### config.mk
export PLATFORM = sky130hd
export DESIGN_NAME = instr_dec_stage
export DESIGN_NICKNAME = d
export VERILOG_FILES = /design/src/rtl/instr_dec_pkg.sv /design/src/rtl/instr_fifo.sv /design/src/rtl/instr_dec_stage.sv
export SDC_FILE = /design/constraint.sdc
export NUM_CORES = 1
export LEC_CHECK = 0
export CAP_MARGIN = 20
export CELL_PAD_IN_SITES_DETAIL_PLACEMENT = 0
export CELL_PAD_IN_SITES_GLOBAL_PLACEMENT = 1
export CORE_ASPECT_RATIO = 1.1
export CORE_MARGIN = 8
export CORE_UTILIZATION = 35
export CTS_CLUSTER_SIZE = 10
export DETAILED_ROUTE_END_ITERATION = 8
export HOLD_SLACK_MARGIN = 0.02
export MAX_ROUTING_LAYER = met4
export PLACE_DENSITY = 0.84
export SETUP_SLACK_MARGIN = 0.4
export SLEW_MARGIN = 20
export SYNTH_ARGS = -nofsm -noshare
export SYNTH_HDL_FRONTEND = slang
export SYNTH_SLANG_ARGS = --single-unit
export TNS_END_PERCENT = 5
### constraint.sdc
create_clock -name clk -period 2.5 [get_ports clk]
set_clock_uncertainty 0.05 [all_clocks]
set_input_delay 0.5 -clock clk [delete_from_list [all_inputs] [get_ports clk]]
set_output_delay 0.5 -clock clk [all_outputs]
set_load 0.01 [all_outputs]
### src/rtl/instr_dec_pkg.sv
// ---------------------------------------------------------------------------
// instr_dec_pkg : opcode/op constants, instruction layout and FSM state type
// Rev 1.0
// ---------------------------------------------------------------------------
`default_nettype none

package instr_dec_pkg;

   localparam int INSTR_W = 16;

   localparam logic [2:0] OPC_ALU = 3'b101;
   localparam logic [2:0] OPC_MOV = 3'b110;

   localparam logic [1:0] OP_ADD = 2'b00;
   localparam logic [1:0] OP_CMP = 2'b01;
   localparam logic [1:0] OP_AND = 2'b10;
   localparam logic [1:0] OP_MVN = 2'b11;

   localparam logic [1:0] OP_MOV_REG = 2'b00;
   localparam logic [1:0] OP_MOV_IMM = 2'b10;

   localparam int OPC_LSB   = 13;
   localparam int OP_LSB    = 11;
   localparam int RN_LSB    = 8;
   localparam int RD_LSB    = 5;
   localparam int SHIFT_LSB = 3;
   localparam int RM_LSB    = 0;
   localparam int IMM8_W    = 8;
   localparam int IMM5_W    = 5;

   // Field order mirrors the bit positions above (MSB first)
   typedef struct packed {
      logic [2:0] opcode;
      logic [1:0] op;
      logic [2:0] rn;
      logic [2:0] rd;
      logic [1:0] shift;
      logic [2:0] rm;
   } instr_t;

   typedef enum logic [1:0] {
      S_IDLE = 2'd0,
      S_RD_A = 2'd1,
      S_RD_B = 2'd2,
      S_DONE = 2'd3
   } state_e;

endpackage

`default_nettype wire

### src/rtl/instr_fifo.sv
// ---------------------------------------------------------------------------
// instr_fifo : power-of-2 instruction buffer with synchronous flush
// Rev 1.0
// ---------------------------------------------------------------------------
`default_nettype none

module instr_fifo #(
   parameter int DATA       = 16,
   parameter int FIFO_DEPTH = 2
) (
   input  logic            clk,
   input  logic            reset_n,
   input  logic            flush_i,
   input  logic            push_i,
   input  logic            pop_i,
   input  logic [DATA-1:0] wdata_i,
   output logic [DATA-1:0] rdata_o,
   output logic            full_o,
   output logic            empty_o
);

   localparam int              PTR_W   = (FIFO_DEPTH > 1) ? $clog2(FIFO_DEPTH) : 1;
   localparam logic [PTR_W:0]  DEPTH_C = (PTR_W+1)'(FIFO_DEPTH);
   localparam logic [PTR_W:0]  CNT_ONE = (PTR_W+1)'(1);
   localparam logic [PTR_W-1:0] PTR_ONE = PTR_W'(1);

   logic [DATA-1:0]  mem_q [FIFO_DEPTH];
   logic [PTR_W-1:0] wr_ptr_q;
   logic [PTR_W-1:0] rd_ptr_q;
   logic [PTR_W:0]   count_q;
   logic             do_push;
   logic             do_pop;

   assign full_o  = (count_q == DEPTH_C);
   assign empty_o = (count_q == '0);
   assign rdata_o = mem_q[rd_ptr_q];

   // A pop frees the head slot on the same edge, so a push into a full FIFO is safe then
   assign do_push = push_i && (!full_o || pop_i) && !flush_i;
   assign do_pop  = pop_i && !empty_o && !flush_i;

   always_ff @(posedge clk) begin
      if (do_push) begin
         mem_q[wr_ptr_q] <= wdata_i;
      end
   end

   always_ff @(posedge clk or negedge reset_n) begin
      if (!reset_n) begin
         wr_ptr_q <= '0;
         rd_ptr_q <= '0;
         count_q  <= '0;
      end else if (flush_i) begin
         wr_ptr_q <= '0;
         rd_ptr_q <= '0;
         count_q  <= '0;
      end else begin
         if (do_push) wr_ptr_q <= wr_ptr_q + PTR_ONE;
         if (do_pop)  rd_ptr_q <= rd_ptr_q + PTR_ONE;
         if (do_push && !do_pop)      count_q <= count_q + CNT_ONE;
         else if (!do_push && do_pop) count_q <= count_q - CNT_ONE;
      end
   end

endmodule

`default_nettype wire

### src/rtl/instr_dec_stage.sv
// ---------------------------------------------------------------------------
// instr_dec_stage : buffered decode stage sequencing register-file reads.
// Optional illegal-opcode drop enabled by macro INSTR_DEC_ILLEGAL_DET_EN. Rev 1.0
// ---------------------------------------------------------------------------
`default_nettype none

module instr_dec_stage
   import instr_dec_pkg::*;
#(
   parameter int DATA_W     = 16,
   parameter int FIFO_DEPTH = 2
) (
   input  logic              clk,
   input  logic              reset_n,
   input  logic              in_valid,
   input  logic [15:0]       in_instr,
   output logic              in_ready,
   input  logic              flush,
   output logic              rf_rd_en,
   output logic              rf_rd_sel,
   output logic [2:0]        readnum,
   output logic [2:0]        writenum,
   output logic              dec_valid,
   input  logic              dec_ready,
   output logic [2:0]        opcode,
   output logic [1:0]        op,
   output logic [1:0]        ALUop,
   output logic [1:0]        shift,
   output logic [DATA_W-1:0] sximm8,
   output logic [DATA_W-1:0] sximm5
`ifdef INSTR_DEC_ILLEGAL_DET_EN
   ,
   output logic              illegal
`endif
);

   logic               fifo_full;
   logic               fifo_empty;
   logic               fifo_pop;
   logic [INSTR_W-1:0] fifo_rdata;
   instr_t             head;

   state_e             state_q, state_d;
   logic [INSTR_W-1:0] cur_q, cur_d;
   instr_t             cur_f, cur_f_d;
   logic               rf_rd_en_q, rf_rd_sel_q, dec_valid_q;
   logic [2:0]         readnum_q, readnum_d;
`ifdef INSTR_DEC_ILLEGAL_DET_EN
   logic               illegal_q, illegal_d;
`endif

   assign in_ready = !fifo_full;

   instr_fifo #(
      .DATA       (INSTR_W),
      .FIFO_DEPTH (FIFO_DEPTH)
   ) u_fifo (
      .clk     (clk),
      .reset_n (reset_n),
      .flush_i (flush),
      .push_i  (in_valid && in_ready),
      .pop_i   (fifo_pop),
      .wdata_i (in_instr),
      .rdata_o (fifo_rdata),
      .full_o  (fifo_full),
      .empty_o (fifo_empty)
   );

   assign head    = instr_t'(fifo_rdata);
   assign cur_f   = instr_t'(cur_q);
   assign cur_f_d = instr_t'(cur_d);

   always_comb begin
      state_d  = state_q;
      cur_d    = cur_q;
      fifo_pop = 1'b0;
`ifdef INSTR_DEC_ILLEGAL_DET_EN
      illegal_d = 1'b0;
`endif
      case (state_q)
         S_IDLE: begin
            if (!fifo_empty) begin
               fifo_pop = 1'b1;
               cur_d    = fifo_rdata;
               if (head.opcode == OPC_ALU)
                  state_d = (head.op == OP_MVN) ? S_RD_B : S_RD_A;
               else if (head.opcode == OPC_MOV && head.op == OP_MOV_REG)
                  state_d = S_RD_B;
               else if (head.opcode == OPC_MOV && head.op == OP_MOV_IMM)
                  state_d = S_DONE;
               else begin
`ifdef INSTR_DEC_ILLEGAL_DET_EN
                  cur_d     = cur_q;
                  illegal_d = 1'b1;
`else
                  state_d   = S_DONE;
`endif
               end
            end
         end
         S_RD_A:  state_d = S_RD_B;
         S_RD_B:  state_d = S_DONE;
         S_DONE:  if (dec_ready) state_d = S_IDLE;
         default: state_d = S_IDLE;
      endcase

      if (flush) begin
         state_d  = S_IDLE;
         cur_d    = '0;
         fifo_pop = 1'b0;
`ifdef INSTR_DEC_ILLEGAL_DET_EN
         illegal_d = 1'b0;
`endif
      end

      // Read strobes are registered, so they are computed from the state being entered
      case (state_d)
         S_RD_A:  readnum_d = cur_f_d.rn;
         S_RD_B:  readnum_d = cur_f_d.rm;
         default: readnum_d = 3'd0;
      endcase
   end

   always_ff @(posedge clk or negedge reset_n) begin
      if (!reset_n) begin
         state_q     <= S_IDLE;
         cur_q       <= '0;
         rf_rd_en_q  <= 1'b0;
         rf_rd_sel_q <= 1'b0;
         readnum_q   <= 3'd0;
         dec_valid_q <= 1'b0;
`ifdef INSTR_DEC_ILLEGAL_DET_EN
         illegal_q   <= 1'b0;
`endif
      end else begin
         state_q     <= state_d;
         cur_q       <= cur_d;
         rf_rd_en_q  <= (state_d == S_RD_A) || (state_d == S_RD_B);
         rf_rd_sel_q <= (state_d == S_RD_B);
         readnum_q   <= readnum_d;
         dec_valid_q <= (state_d == S_DONE);
`ifdef INSTR_DEC_ILLEGAL_DET_EN
         illegal_q   <= illegal_d;
`endif
      end
   end

   assign rf_rd_en  = rf_rd_en_q;
   assign rf_rd_sel = rf_rd_sel_q;
   assign readnum   = readnum_q;
   assign dec_valid = dec_valid_q;
`ifdef INSTR_DEC_ILLEGAL_DET_EN
   assign illegal   = illegal_q;
`endif

   assign opcode = cur_f.opcode;
   assign op     = cur_f.op;
   assign ALUop  = cur_f.op;
   assign shift  = cur_f.shift;
   // MOV-imm (and anything decoded like it) targets Rn; ALU and MOV-reg target Rd
   assign writenum = ((cur_f.opcode == OPC_ALU) ||
                      (cur_f.opcode == OPC_MOV && cur_f.op == OP_MOV_REG)) ? cur_f.rd : cur_f.rn;
   assign sximm8 = {{(DATA_W-IMM8_W){cur_q[IMM8_W-1]}}, cur_q[IMM8_W-1:0]};
   assign sximm5 = {{(DATA_W-IMM5_W){cur_q[IMM5_W-1]}}, cur_q[IMM5_W-1:0]};

endmodule

`default_nettype wire

======== Yosys cells after proc, flatten, opt, wreduce, memory -nomap -nowiden ========
Memories as Yosys holds them, arrays and structs flattened.
Cells that the tools add are included.
storage, ports and cells
  bits in registers ....................... 28
  RAM bits ................................ 32
  word-level logic and storage cells ...... 78
  memories kept ........................... 1
memories
  memory        depth  width  rd ports  clocked after memory_dff  write ports  line              text
  u_fifo.mem_q  2      16     1         0                         1            instr_fifo.sv:27  logic [DATA-1:0] mem_q [FIFO_DEPTH];
cells by class
  add/sub/neg operators ................... 4
  equal/unequal tests ..................... 13
  muxes and demuxes ....................... 24
  reductions and logical operators ........ 26
operator list
  kind                                                                 number
  16-bit two-way mux                                                   3
  2-bit two-way mux                                                    8
  2-bit == test (second input constant)                                6
  3-bit == test (second input constant)                                4
  1-bit two-way mux                                                    10
  1-bit logical AND                                                    9
  2-bit logical NOT                                                    4
  2-bit case mux with 4 select lines                                   1
  3-bit case mux with 2 select lines                                   1
  2-bit nonzero test                                                   3
  1-bit logical NOT                                                    5
  2-bit by 1-bit == test with 1-bit output (second input constant)     2
  1-bit logical OR                                                     3
  3-bit two-way mux                                                    1
  3-bit nonzero test                                                   1
  1-bit adder (second input constant)                                  2
  2-bit by 1-bit adder with 2-bit output (second input constant)       1
  2-bit != test (second input constant)                                1
  2-bit AND reduction                                                  1
  2-bit by 1-bit subtractor with 2-bit output (second input constant)  1

======== Logic depth before layout (Yosys ltp) ========
  word-level depth ........................ 12
  depth in mapped cells ................... 6

======== Hierarchy ========
A second synthesis with hierarchy kept.
unflattened totals
  cell total of the unflattened synthesis .. 225
  area, all modules ....................... 2,817.7 µm²
modules (own cells, without submodules)
  module           instances  cells each  area each (µm²)  seq. area each (µm²)
  instr_fifo       1          77          1,415.1          1,061.0
  instr_dec_stage  1          148         1,402.6          600.6

======== Least setup slack after synthesis ========
Ideal clock, no wire load.
  path type ............................... input to register
  start point ............................. in flush
  end point ............................... mem u_fifo.mem_q[1][0], enable pin
  data arrival time ....................... 2.110 ns
  data required time ...................... 2.037 ns
  setup slack ............................. -0.073 ns
  stages .................................. 3
  cells stage by stage .................... clkbuf_1 -> clkbuf_1 -> nor3b_1
between the ends
  cells in the longest elaborated chain, start to end .. 6
  elaborated cells on any way between the ends .. 7
  those cells by class .................... 3 x mux; 4 x reduce/logical
ends and longest elaborated chain
  what                                         line                    text
  from (decl)                                  instr_dec_stage.sv:18   input logic flush,
  1-bit two-way mux                            instr_dec_stage.sv:107  if (flush) begin
  1-bit logical OR                             instr_fifo.sv:39        assign do_push = push_i && (!full_o || pop_i) && !flush_i;
  1-bit logical AND                            instr_fifo.sv:39
  1-bit logical AND (*)                        instr_fifo.sv:39
  1-bit two-way mux (*)                        instr_fifo.sv:43        if (do_push) begin
  1-bit two-way mux (implied by the code) (*)  instr_fifo.sv:44        mem_q[wr_ptr_q] <= wdata_i;
  to (decl)                                    instr_fifo.sv:27
Every way passes the cells marked *; elsewhere a longest branch is shown, timed or not.

======== Worst setup path after layout ========
  start point ............................. reg cur_q[12], in the netlist cur_f[12]
  end point ............................... out writenum[1]
between the ends
  cells in the longest elaborated chain, start to end .. 4
ends and longest elaborated chain
  what                    line                    text
  from (decl)             instr_dec_stage.sv:44   logic [INSTR_W-1:0] cur_q, cur_d;
  from (signal assigned)  instr_dec_stage.sv:137  cur_q <= cur_d;
  2-bit logical NOT       instr_dec_stage.sv:162  (cur_f.opcode == OPC_MOV && cur_f.op == OP_MOV_REG)) ? cur_f.rd : cur_f.rn;
  1-bit logical AND       instr_dec_stage.sv:162
  1-bit logical OR        instr_dec_stage.sv:161  assign writenum = ((cur_f.opcode == OPC_ALU) ||
  3-bit two-way mux       instr_dec_stage.sv:162
  to (decl)               instr_dec_stage.sv:22   output logic [2:0] writenum,
Every way passes these cells.

==> impl_metrics.json <==
{
  "power_density_nw_per_um2": 1097,
  "peak_supply_drop_uv": 348.8,
  "initialDrtViolationCount": 84,
  "vias": 1665,
  "worst_r2r_path_depth": 5,
  "grt_start_max_net_pins": 29,
  "synth-edff-count": 32,
  "post-synth-top-count-cell": "sky130_fd_sc_hd__buf_4",
  "period_needed_ps": 2177,
  "sequential_cell_area_um2": 1662,
  "worstHoldPathType": "in -> async",
  "proportion_of_synthesized_chip_area_in_sequential_cells_pct": 60.06,
  "maxClockFrequency_mhz": 459.3,
  "dp_hpwl_mm": 4.122,
  "fin_hold_ws_ps": 494.1,
  "drv_cap": 0,
  "worstPathBufferInverterCount": 2,
  "synth_commonest_cells": "sky130_fd_sc_hd__buf_4, sky130_fd_sc_hd__edfxtp_1, sky130_fd_sc_hd__dfrtp_1",
  "wl_per_cell_um": 14.74,
  "cts_max_level": 3,
  "crit_arrival_ps": 1630,
  "syn2layout_area_growth_pct": 28.54,
  "layout_worst_path_cycle_share_pct": 87.08,
  "finalMaxSlewViolations": 0,
  "length_of_the_first_detailed_routing_pass_in_iterations": 5,
  "headroom_to_the_max_slew_limit_pct": 55.41,
  "post_detailed_route_count_of_antenna_violating_nets": 0,
  "initial_utilization_pct": 35.54,
  "outcome": "finished clean",
  "clock_insertion_delay_worst_skew_ps": 330,
  "port_buffers": 71,
  "gr-total-overflow": 0,
  "synth_warnings": 0,
  "post-synth-top-area-fraction_pct": 34.74,
  "gp_congestion": 0.7921,
  "synth.ff_latch_count": 60,
  "remaining_drc_errors": 0,
  "multiInputGateArea_um2": 767.0,
  "setup_violations": 0,
  "worst_slew_pin_slew_ps": 668.9,
  "timing.final.ws_setup_ps": 322.9,
  "design.die.area_um2": 11010,
  "sequence_of_cells_on_the_critical_path": "nor4b_2 -> o21ai_1 -> buf_4 -> mux2_2 -> buf_2",
  "postRouteWirelength_mm": 5.512,
  "unrepaired_setup_endpoints_after_global_routing": "yes",
  "via_per_inst": 4.452,
  "final_net_count": 282,
  "synthesis.instances": 216,
  "synth-async-reset-ratio_pct": 46.67,
  "worst_ep_required_time_ps": 1950,
  "groute.usage.overall_pct": 10.79,
  "ioPinCount": 72,
  "worstSetupStartpointType": "flop",
  "synthTopCellsByArea": "sky130_fd_sc_hd__edfxtp_1, sky130_fd_sc_hd__dfrtp_1, sky130_fd_sc_hd__buf_4",
  "crit_path_top_delay_cell": "sky130_fd_sc_hd__dfrtp_1",
  "antenna_found_initial": 0,
  "timing_hold_violations_final": 0,
  "die_span_y_um": 109.2,
  "n_fill_cell": 704,
  "post_dp_area_um2": 3339,
  "ctsLongestPathBuffers": 2,
  "clock_tree_from_tritoncts": "built",
  "leakagePower_uw": 0.001323,
  "netlist-cell-type-count": 42,
  "cp-end-kind": "primary output",
  "first_global_vias": 1674,
  "core.rowCount": 34,
  "hold_buf_cts": 0,
  "synthesis.area_um2": 2766,
  "clkSinkCount": 60,
  "layout_cell_area_excl_fill_um2": 3556,
  "clock_tree.root_cell": "sky130_fd_sc_hd__clkbuf_8",
  "critPathKind": "reg -> out",
  "cp_top_family": "flip-flops",
  "worstPathMaxFanout": 3,
  "core_area_um2": 7785,
  "cts_made_buffers": 9,
  "layout-drive-gt1-share_pct": 16.17,
  "synth-main-ff-cell": "sky130_fd_sc_hd__edfxtp_1",
  "critical-path-max-stage-delay_ps": 390,
  "cts.clk_slew.worst_paths_ps": 60,
  "synthDominantAreaCellType": "sky130_fd_sc_hd__edfxtp_1",
  "mappedNetlistNets": 237,
  "grt_first_pass_wirelength_mm": 8.790,
  "synthesis.area_per_instance_um2": 12.81,
  "place_ws_ps": 180.4,
  "insertedDiodeCount": 0,
  "timing.setup.tns_ps": 0,
  "path_depth": 5,
  "fp.dieW_um": 100.8
}
layout make-up:
cell class / instances / share of cell area (%)
flip-flops and latches: 60 / 46.73
repair buffers: 83 / 22.45
multi-input cells: 104 / 21.57
well taps: 108 / 3.800
clock buffers: 10 / 3.589
clock inverters: 6 / 1.548
inverters: 3 / 0.3167
path summary, 6_finish.rpt:
path,startpoint,endpoint,slack [ps]
max,cur_f[12],writenum[1],320
min,reset_n,readnum[2],490
max reg2reg,u_fifo.rd_ptr_q,readnum[0],510
min reg2reg,cur_f[6],cur_f[6],540
max in group asynchronous,reset_n,cur_f[3],1630
min in group clk,cur_f[6],cur_f[6],540
report_power, final:
group | total, uW | switching (uW) | internal (uW)
Clock | 792 | 343 | 449
Combinational | 1640 | 734 | 909
Sequential | 1470 | 225 | 1240
placed cells by master (no fill, tap or decap), drive strengths merged, types with 2 or more instances in the layout:
cell	n
and4b	2
edfxtp	32
nand2	5
or2	2
nor3b	2
inv	3
buf	15
clkbuf	10
mux2	3
and2	2
dfrtp	28
nand2b	2
mux2i	17
a21oi	6
a211oi	17
and4bb	2
nand3	3
clkdlybuf4s50	68
clkinv	4
o21ai	4
nor3	4
xnor2	2
o2bb2ai	2
nor2	19
routing by layer:
| metal | global-route usage (%) | vias up | part of all wire (%) |
|---|---|---|---|
| li1 | - | 832 | - |
| met1 | 11.79 | 793 | 42 |
| met2 | 17.57 | 33 | 52 |
| met3 | 3.448 | 7 | 3.9 |
| met4 | 4.973 | 0 | 2.1 |
| met5 | - | - | 0 |
through the flow:
stage	util, %	std cells	power, uW
3_3_place_gp	42.90	354	3088
4_1_cts	45.68	374	3954
5_1_grt	45.68	374	4136
6_report	45.68	374	3902
2_1_floorplan	-	216	2592
3_5_place_dp	42.90	354	3116
cells by family (layout without fill, tap and decap cells):
group,Yosys count,count (layout),synth area share (%)
XOR/XNOR,3,3,0.9500
AND/OR/NAND/NOR,47,47,9.634
buffers and inverters,52,102,13.03
multiplexers,20,20,7.372
AO/OA/AOI/OAI,34,34,8.956
flip-flops,60,60,60.06
sequential cells by signal, summed over array words and instances (netlist names):
name,cells
u_fifo.mem_q,32
cur_f,16
readnum,3
state_q,2
u_fifo.count_q,2
dec_valid,1
rf_rd_en,1
rf_rd_sel,1
u_fifo.rd_ptr_q,1
u_fifo.wr_ptr_q,1
what timing repair did:
item	CTS	global route
setup buffers	4	0
setup endpoints to repair	13	18
pin swaps	2	0
gates resized for setup	16	0
Power figures use the tool's default switching activity.
